===== config.mk =====
export PLATFORM = sky130hd
export DESIGN_NAME = vga_region_writer
export DESIGN_NICKNAME = d
export VERILOG_FILES = /design/src/rtl/vga_pkg.sv /design/src/rtl/vga_word_unpacker.sv /design/src/rtl/vga_region_writer.sv
export SDC_FILE = /design/constraint.sdc
export NUM_CORES = 1
export LEC_CHECK = 0
export CAP_MARGIN = 40
export CORE_ASPECT_RATIO = 0.7
export CORE_UTILIZATION = 40
export DETAILED_ROUTE_END_ITERATION = 12
export GPL_ROUTABILITY_DRIVEN = 0
export SETUP_SLACK_MARGIN = 0.5
export SLEW_MARGIN = 20
export SYNTH_ARGS = -nofsm -noshare
export SYNTH_HDL_FRONTEND = slang
export SYNTH_SLANG_ARGS = --single-unit

===== constraint.sdc =====
create_clock -name CLOCK_50 -period 3.4 [get_ports CLOCK_50]
set_input_delay 0.51 -clock CLOCK_50 [delete_from_list [all_inputs] [get_ports CLOCK_50]]
set_output_delay 0.51 -clock CLOCK_50 [all_outputs]
set_load 0.05 [all_outputs]

===== src/rtl/vga_pkg.sv =====
// Shared types and constants for the VGA region writer and its word unpacker.
package vga_pkg;

    typedef enum logic [1:0] {
        ST_IDLE   = 2'd0,
        ST_ACCEPT = 2'd1,
        ST_EMIT   = 2'd2,
        ST_DONE   = 2'd3
    } state_t;

    localparam logic [16:0] BG_BASE = 17'h057E4;
    localparam logic [16:0] BG_LAST = 17'h0AFC8;

    function automatic int lanes_of(input int data_w, input int pixel_w);
        return data_w / pixel_w;
    endfunction

    function automatic int lane_w_of(input int lanes);
        return (lanes > 1) ? $clog2(lanes) : 1;
    endfunction

endpackage


===== src/rtl/vga_word_unpacker.sv =====
// Holds one packed pixel word and a lane pointer; exposes the current lane's colour.
module vga_word_unpacker
    import vga_pkg::*;
#(
    parameter int DATA_W  = 32,
    parameter int PIXEL_W = 8
) (
    input  logic               clk,
    input  logic               resetn,
    input  logic               load,
    input  logic               advance,
    input  logic [DATA_W-1:0]  in_data,
    output logic [PIXEL_W-1:0] colour,
    output logic               last_lane
);

    localparam int LANES  = lanes_of(DATA_W, PIXEL_W);
    localparam int LANE_W = lane_w_of(LANES);

    logic [DATA_W-1:0] word_r;
    logic [LANE_W-1:0] lane_r;

    assign last_lane = (lane_r == LANE_W'(LANES - 1));

    // Word and lane registers: load restarts at lane 0, advance steps one lane.
    always_ff @(posedge clk) begin
        if (!resetn) begin
            word_r <= '0;
            lane_r <= '0;
        end else if (load) begin
            word_r <= in_data;
            lane_r <= '0;
        end else if (advance) begin
            lane_r <= last_lane ? '0 : lane_r + LANE_W'(1);
        end else begin
            lane_r <= lane_r;
        end
    end

    // Lane multiplexer.
    always_comb begin
        colour = '0;
        for (int i = 0; i < LANES; i++) begin
            if (lane_r == LANE_W'(i)) begin
                colour = word_r[i*PIXEL_W +: PIXEL_W];
            end else begin
                colour = colour;
            end
        end
    end

endmodule


===== src/rtl/vga_region_writer.sv =====
// Streams packed pixel words into a linear framebuffer window, one plot per cycle.
// Optional build macro VGA_REGION_WRAP_EN: the window restarts at its base instead of finishing.
module vga_region_writer
    import vga_pkg::*;
#(
    parameter int ADDR_W  = 17,
    parameter int DATA_W  = 32,
    parameter int PIXEL_W = 8
) (
    input  logic               CLOCK_50,
    input  logic               resetn,
    input  logic               start,
    input  logic               abort,
    input  logic [ADDR_W-1:0]  cfg_base,
    input  logic [ADDR_W-1:0]  cfg_last,
    input  logic               in_valid,
    input  logic [DATA_W-1:0]  in_data,
    output logic               in_ready,
    output logic               pix_plot,
    output logic [ADDR_W-1:0]  pix_addr,
    output logic [PIXEL_W-1:0] pix_colour,
    output logic               busy,
    output logic               done,
    output logic               wrap_tick
);

    state_t             state_r;
    logic [ADDR_W-1:0]  cur_r;
    logic [ADDR_W-1:0]  last_r;
`ifdef VGA_REGION_WRAP_EN
    logic [ADDR_W-1:0]  base_r;
`endif
    logic               load_s;
    logic               advance_s;
    logic [PIXEL_W-1:0] colour_s;
    logic               last_lane_s;

    // Abort wins over the handshake, so a word offered alongside abort is never taken.
    always_comb begin
        load_s    = (state_r == ST_ACCEPT) && in_valid && in_ready && !abort;
        advance_s = (state_r == ST_EMIT) && !abort;
    end

    vga_word_unpacker #(
        .DATA_W  (DATA_W),
        .PIXEL_W (PIXEL_W)
    ) u_unpacker (
        .clk       (CLOCK_50),
        .resetn    (resetn),
        .load      (load_s),
        .advance   (advance_s),
        .in_data   (in_data),
        .colour    (colour_s),
        .last_lane (last_lane_s)
    );

    // Region FSM; plot/done strobes are registered from the state they belong to.
    always_ff @(posedge CLOCK_50) begin
        if (!resetn) begin
            state_r    <= ST_IDLE;
            cur_r      <= '0;
            last_r     <= '0;
`ifdef VGA_REGION_WRAP_EN
            base_r     <= '0;
`endif
            in_ready   <= 1'b0;
            pix_plot   <= 1'b0;
            pix_addr   <= '0;
            pix_colour <= '0;
            busy       <= 1'b0;
            done       <= 1'b0;
            wrap_tick  <= 1'b0;
        end else begin
            pix_plot  <= 1'b0;
            done      <= 1'b0;
            wrap_tick <= 1'b0;
            case (state_r)
                ST_IDLE: begin
                    if (start && (cfg_last >= cfg_base)) begin
`ifdef VGA_REGION_WRAP_EN
                        base_r   <= cfg_base;
`endif
                        last_r   <= cfg_last;
                        cur_r    <= cfg_base;
                        state_r  <= ST_ACCEPT;
                        in_ready <= 1'b1;
                        busy     <= 1'b1;
                    end else if (start) begin
                        state_r  <= ST_DONE;
                    end else begin
                        state_r  <= ST_IDLE;
                    end
                end
                ST_ACCEPT: begin
                    if (abort) begin
                        state_r  <= ST_IDLE;
                        in_ready <= 1'b0;
                        busy     <= 1'b0;
                    end else if (load_s) begin
                        state_r  <= ST_EMIT;
                        in_ready <= 1'b0;
                    end else begin
                        state_r  <= ST_ACCEPT;
                    end
                end
                ST_EMIT: begin
                    if (abort) begin
                        state_r <= ST_IDLE;
                        busy    <= 1'b0;
                    end else begin
                        pix_plot   <= 1'b1;
                        pix_addr   <= cur_r;
                        pix_colour <= colour_s;
                        if (cur_r == last_r) begin
`ifdef VGA_REGION_WRAP_EN
                            wrap_tick <= 1'b1;
                            cur_r     <= base_r;
                            if (last_lane_s) begin
                                state_r  <= ST_ACCEPT;
                                in_ready <= 1'b1;
                            end else begin
                                state_r  <= ST_EMIT;
                            end
`else
                            state_r <= ST_DONE;
                            busy    <= 1'b0;
`endif
                        end else begin
                            cur_r <= cur_r + ADDR_W'(1);
                            if (last_lane_s) begin
                                state_r  <= ST_ACCEPT;
                                in_ready <= 1'b1;
                            end else begin
                                state_r  <= ST_EMIT;
                            end
                        end
                    end
                end
                ST_DONE: begin
                    done    <= 1'b1;
                    state_r <= ST_IDLE;
                end
                default: begin
                    state_r  <= ST_IDLE;
                    in_ready <= 1'b0;
                    busy     <= 1'b0;
                end
            endcase
        end
    end

endmodule


==> metrics.csv <==
stage,metric,value,unit
critical_path,R2R Setup Slk,1.07,ns
synthesis,Yosys reg bits,99,
drt,drt drc,0,
sta,Final Hold Viols,0,
synthesis,"Top FF cell, synth",dfxtp_1,
global_routing,vias in the first global route,4567,
final_layout,Final Net Count,846,
sta,Slew HR,0.5385,
sta,fmax,344.0,MHz
placed_design,Final HPWL DP,11100,um
synthesis,Synth cell types,58,
clocking,clk sinks,99,
critical_path,CP cell instances,clkdlybuf4s50_1 -> inv_1 -> ha_1 -> nand4_1 -> or3_4 -> and4_4 -> a221o_1 -> buf_6 -> buf_4 -> o311ai_4 -> o31ai_1,
clocking,total CTS buffers,9,
pwr,Max VDD drop,272.6,uV
critical_path,Setup crit end kind,flip-flop,
pwr,pwr dens,452.2,nW/um^2
final_layout,fin cells,916,
floorplanning,Die H,97.13,um
placed_design,Post-DP Area,6297,sq um
final_layout,"most common cell after layout, fill and taps aside",nand2_1,
pwr,Leakage,2.436,nW
synthesis,sequential area share after synthesis,0.3833,
sta,Slew @ Worst Pin,0.6891,ns
clocking,clk slew on worst S/H paths,0.07,ns
floorplanning,Core Rows,34,
synthesis,ys async rst share,0,
synthesis,area of the mapped netlist,5171,sq um
global_routing,largest net degree at the start of global routing,44,
sta,Worst Skew,0.006819,ns
sta,post-route minimum period,2.907,ns
final_layout,fin area,6690,sq um
final_layout,most frequent cells in the layout,"nand2_1, dfxtp_1, clkdlybuf4s50_1",
sta,Final Max Slew Viols,0,
final_layout,Area Overhead vs Synth,29.37,%
clocking,clk root buf,clkbuf_16,
global_routing,Total GRT Usage,0.2293,
floorplanning,core area,12510,sq um
placed_design,Buffers on Ports,99,
sta,total negative slack,0,ns
floorplanning,Die X,137.9,um
placed_design,dpl ws,0.08772,ns
critical_path,crit path DAT,3.13,ns
final_layout,ant diodes,0,
sta,Final Worst Setup Slack,0.4927,ns
clocking,hold buffers post-CTS,0,
critical_path,"slowest stage cell, crit path",clkdlybuf4s50_1,
global_routing,Overflow after GRT,0,
drt,drt pass-1 iters,5,
critical_path,CP Launch Type,primary input,
clocking,H-tree levels,3,
floorplanning,IO Pins,101,
placed_design,dpl cells,900,
synthesis,Gate Count Post-Synth,671,
worst_hold_path,Hold/Removal Path Class,flip-flop to flip-flop,
critical_path,"critical path fanouts, max",5,
sta,fin crit share,0.8551,
sta,RSZ-0062 raised after global routing,true,
drt,Total Routed Length,14920,um
final_layout,post-layout util,0.5349,
floorplanning,die area,13390,sq um
critical_path,"slowest stage delay, CP",0.48,ns
drt,via density per instance,5.428,
job,max_cap viols,0,
synthesis,Syn. warnings,0,
synthesis,number of synthesized flops with an enable pin,0,
floorplanning,initial core utilization,0.4135,
drt,Vias,4972,
critical_path,critical path class,primary input to flip-flop,
drt,remaining antenna violation count,0,
critical_path,worst path required time,3.62,ns
clocking,Clock Latency Late Sink,0.35,ns
pwr,overall power,3.025,mW
sta,final hold slack,0.4534,ns
final_layout,layout cells sized above 1,0.07427,
synthesis,Synth Net Count,768,
run_status,outcome,completed,
clocking,clock buffer depth,2,
sta,# setup viols final,0,
synthesis,syn avg cell area,7.707,sq um
clocking,CTS tree,yes,
drt,Wirelength per Cell,16.29,um
drt,drt initial violations,362,
global_routing,initial antenna violation count,0,
global_routing,global-route wire length before repair,23780,um
Yosys cell counts (all sizes together) (8+ instances only):
library cell | n | area [sq um]
o211ai | 10 | 75.07
nor2 | 22 | 82.58
inv | 26 | 97.59
a211oi | 8 | 60.06
a21oi | 96 | 480.5
dfxtp | 99 | 1982
ha | 26 | 325.3
nand2 | 145 | 544.3
o21ai | 42 | 210.2
buf | 9 | 55.05
nand3 | 24 | 120.1
nand3b | 10 | 75.07
xor2 | 19 | 166.4
clkbuf | 42 | 157.7
state kept, by name, summed over array words and instances, names as in the netlist:
name,flops
busy,1
cur_r,17
done,1
in_ready,1
last_r,17
pix_addr,17
pix_colour,8
pix_plot,1
state_r,2
u_unpacker.lane_r,2
u_unpacker.word_r,32
worst max-delay path: cells and delay by family:
kind | cells | cell delay, ns
buf+inv | 4 | 0.83
simple gates | 3 | 0.79
compound gates | 3 | 0.72
fa+ha+maj | 1 | 0.29
power breakdown:
part           switching [mW]  internal (mW)
Sequential             0.0862           1.22
Clock                   0.460          0.617
Combinational           0.363          0.283
area by class of cell:
type | instances | area (sq um)
fillers | 1211 | 5817
well taps | 162 | 202.7
multi-input cells | 495 | 2955
inverters | 26 | 97.59
repair buffers | 118 | 1140
clock buffers | 12 | 256.5
clock inverters | 4 | 56.30
flip-flops and latches | 99 | 1982
worst paths after layout:
kind                       startpoint                  endpoint  cells past startpoint
max                      cfg_base[15]     cur_r[5]$_SDFFE_PN0P_                     11
min reg2reg  pix_addr[6]$_SDFFE_PN0P_  pix_addr[6]$_SDFFE_PN0P_                      2
max reg2reg     cur_r[7]$_SDFFE_PN0P_     cur_r[8]$_SDFFE_PN0P_                      7
min          pix_addr[6]$_SDFFE_PN0P_  pix_addr[6]$_SDFFE_PN0P_                      2
metal layers:
| layer | track usage | routed length (um) | vias up |
|---|---|---|---|
| li1 | - | - | 2492 |
| met4 | 0.05769 | 213 | 0 |
| met3 | 0.05060 | 1075 | 18 |
| met5 | 0 | 0 | - |
| met2 | 0.2973 | 5758 | 182 |
| met1 | 0.3694 | 7875 | 2280 |
repair_timing:
| action | 4_1_cts | 5_1_grt |
|---|---|---|
| endpoints found under the setup margin | 5 | 14 |
| setup buffers | 0 | 0 |
| resized for setup | 1 | 13 |
| pin swaps | 4 | 4 |
cells by family after synthesis:
kind of cell | after synthesis | synth area share
AO/OA/AOI/OAI | 194 | 0.2270
XOR/XNOR | 22 | 0.03726
adder cells (fa/ha/maj) | 26 | 0.06291
buffers and inverters | 77 | 0.06000
flip-flops | 99 | 0.3833
multiplexers | 6 | 0.01186
other | 1 | 0.0007252
AND/OR/NAND/NOR | 246 | 0.2170
Note: power is estimated with default switching activity, not from simulation.
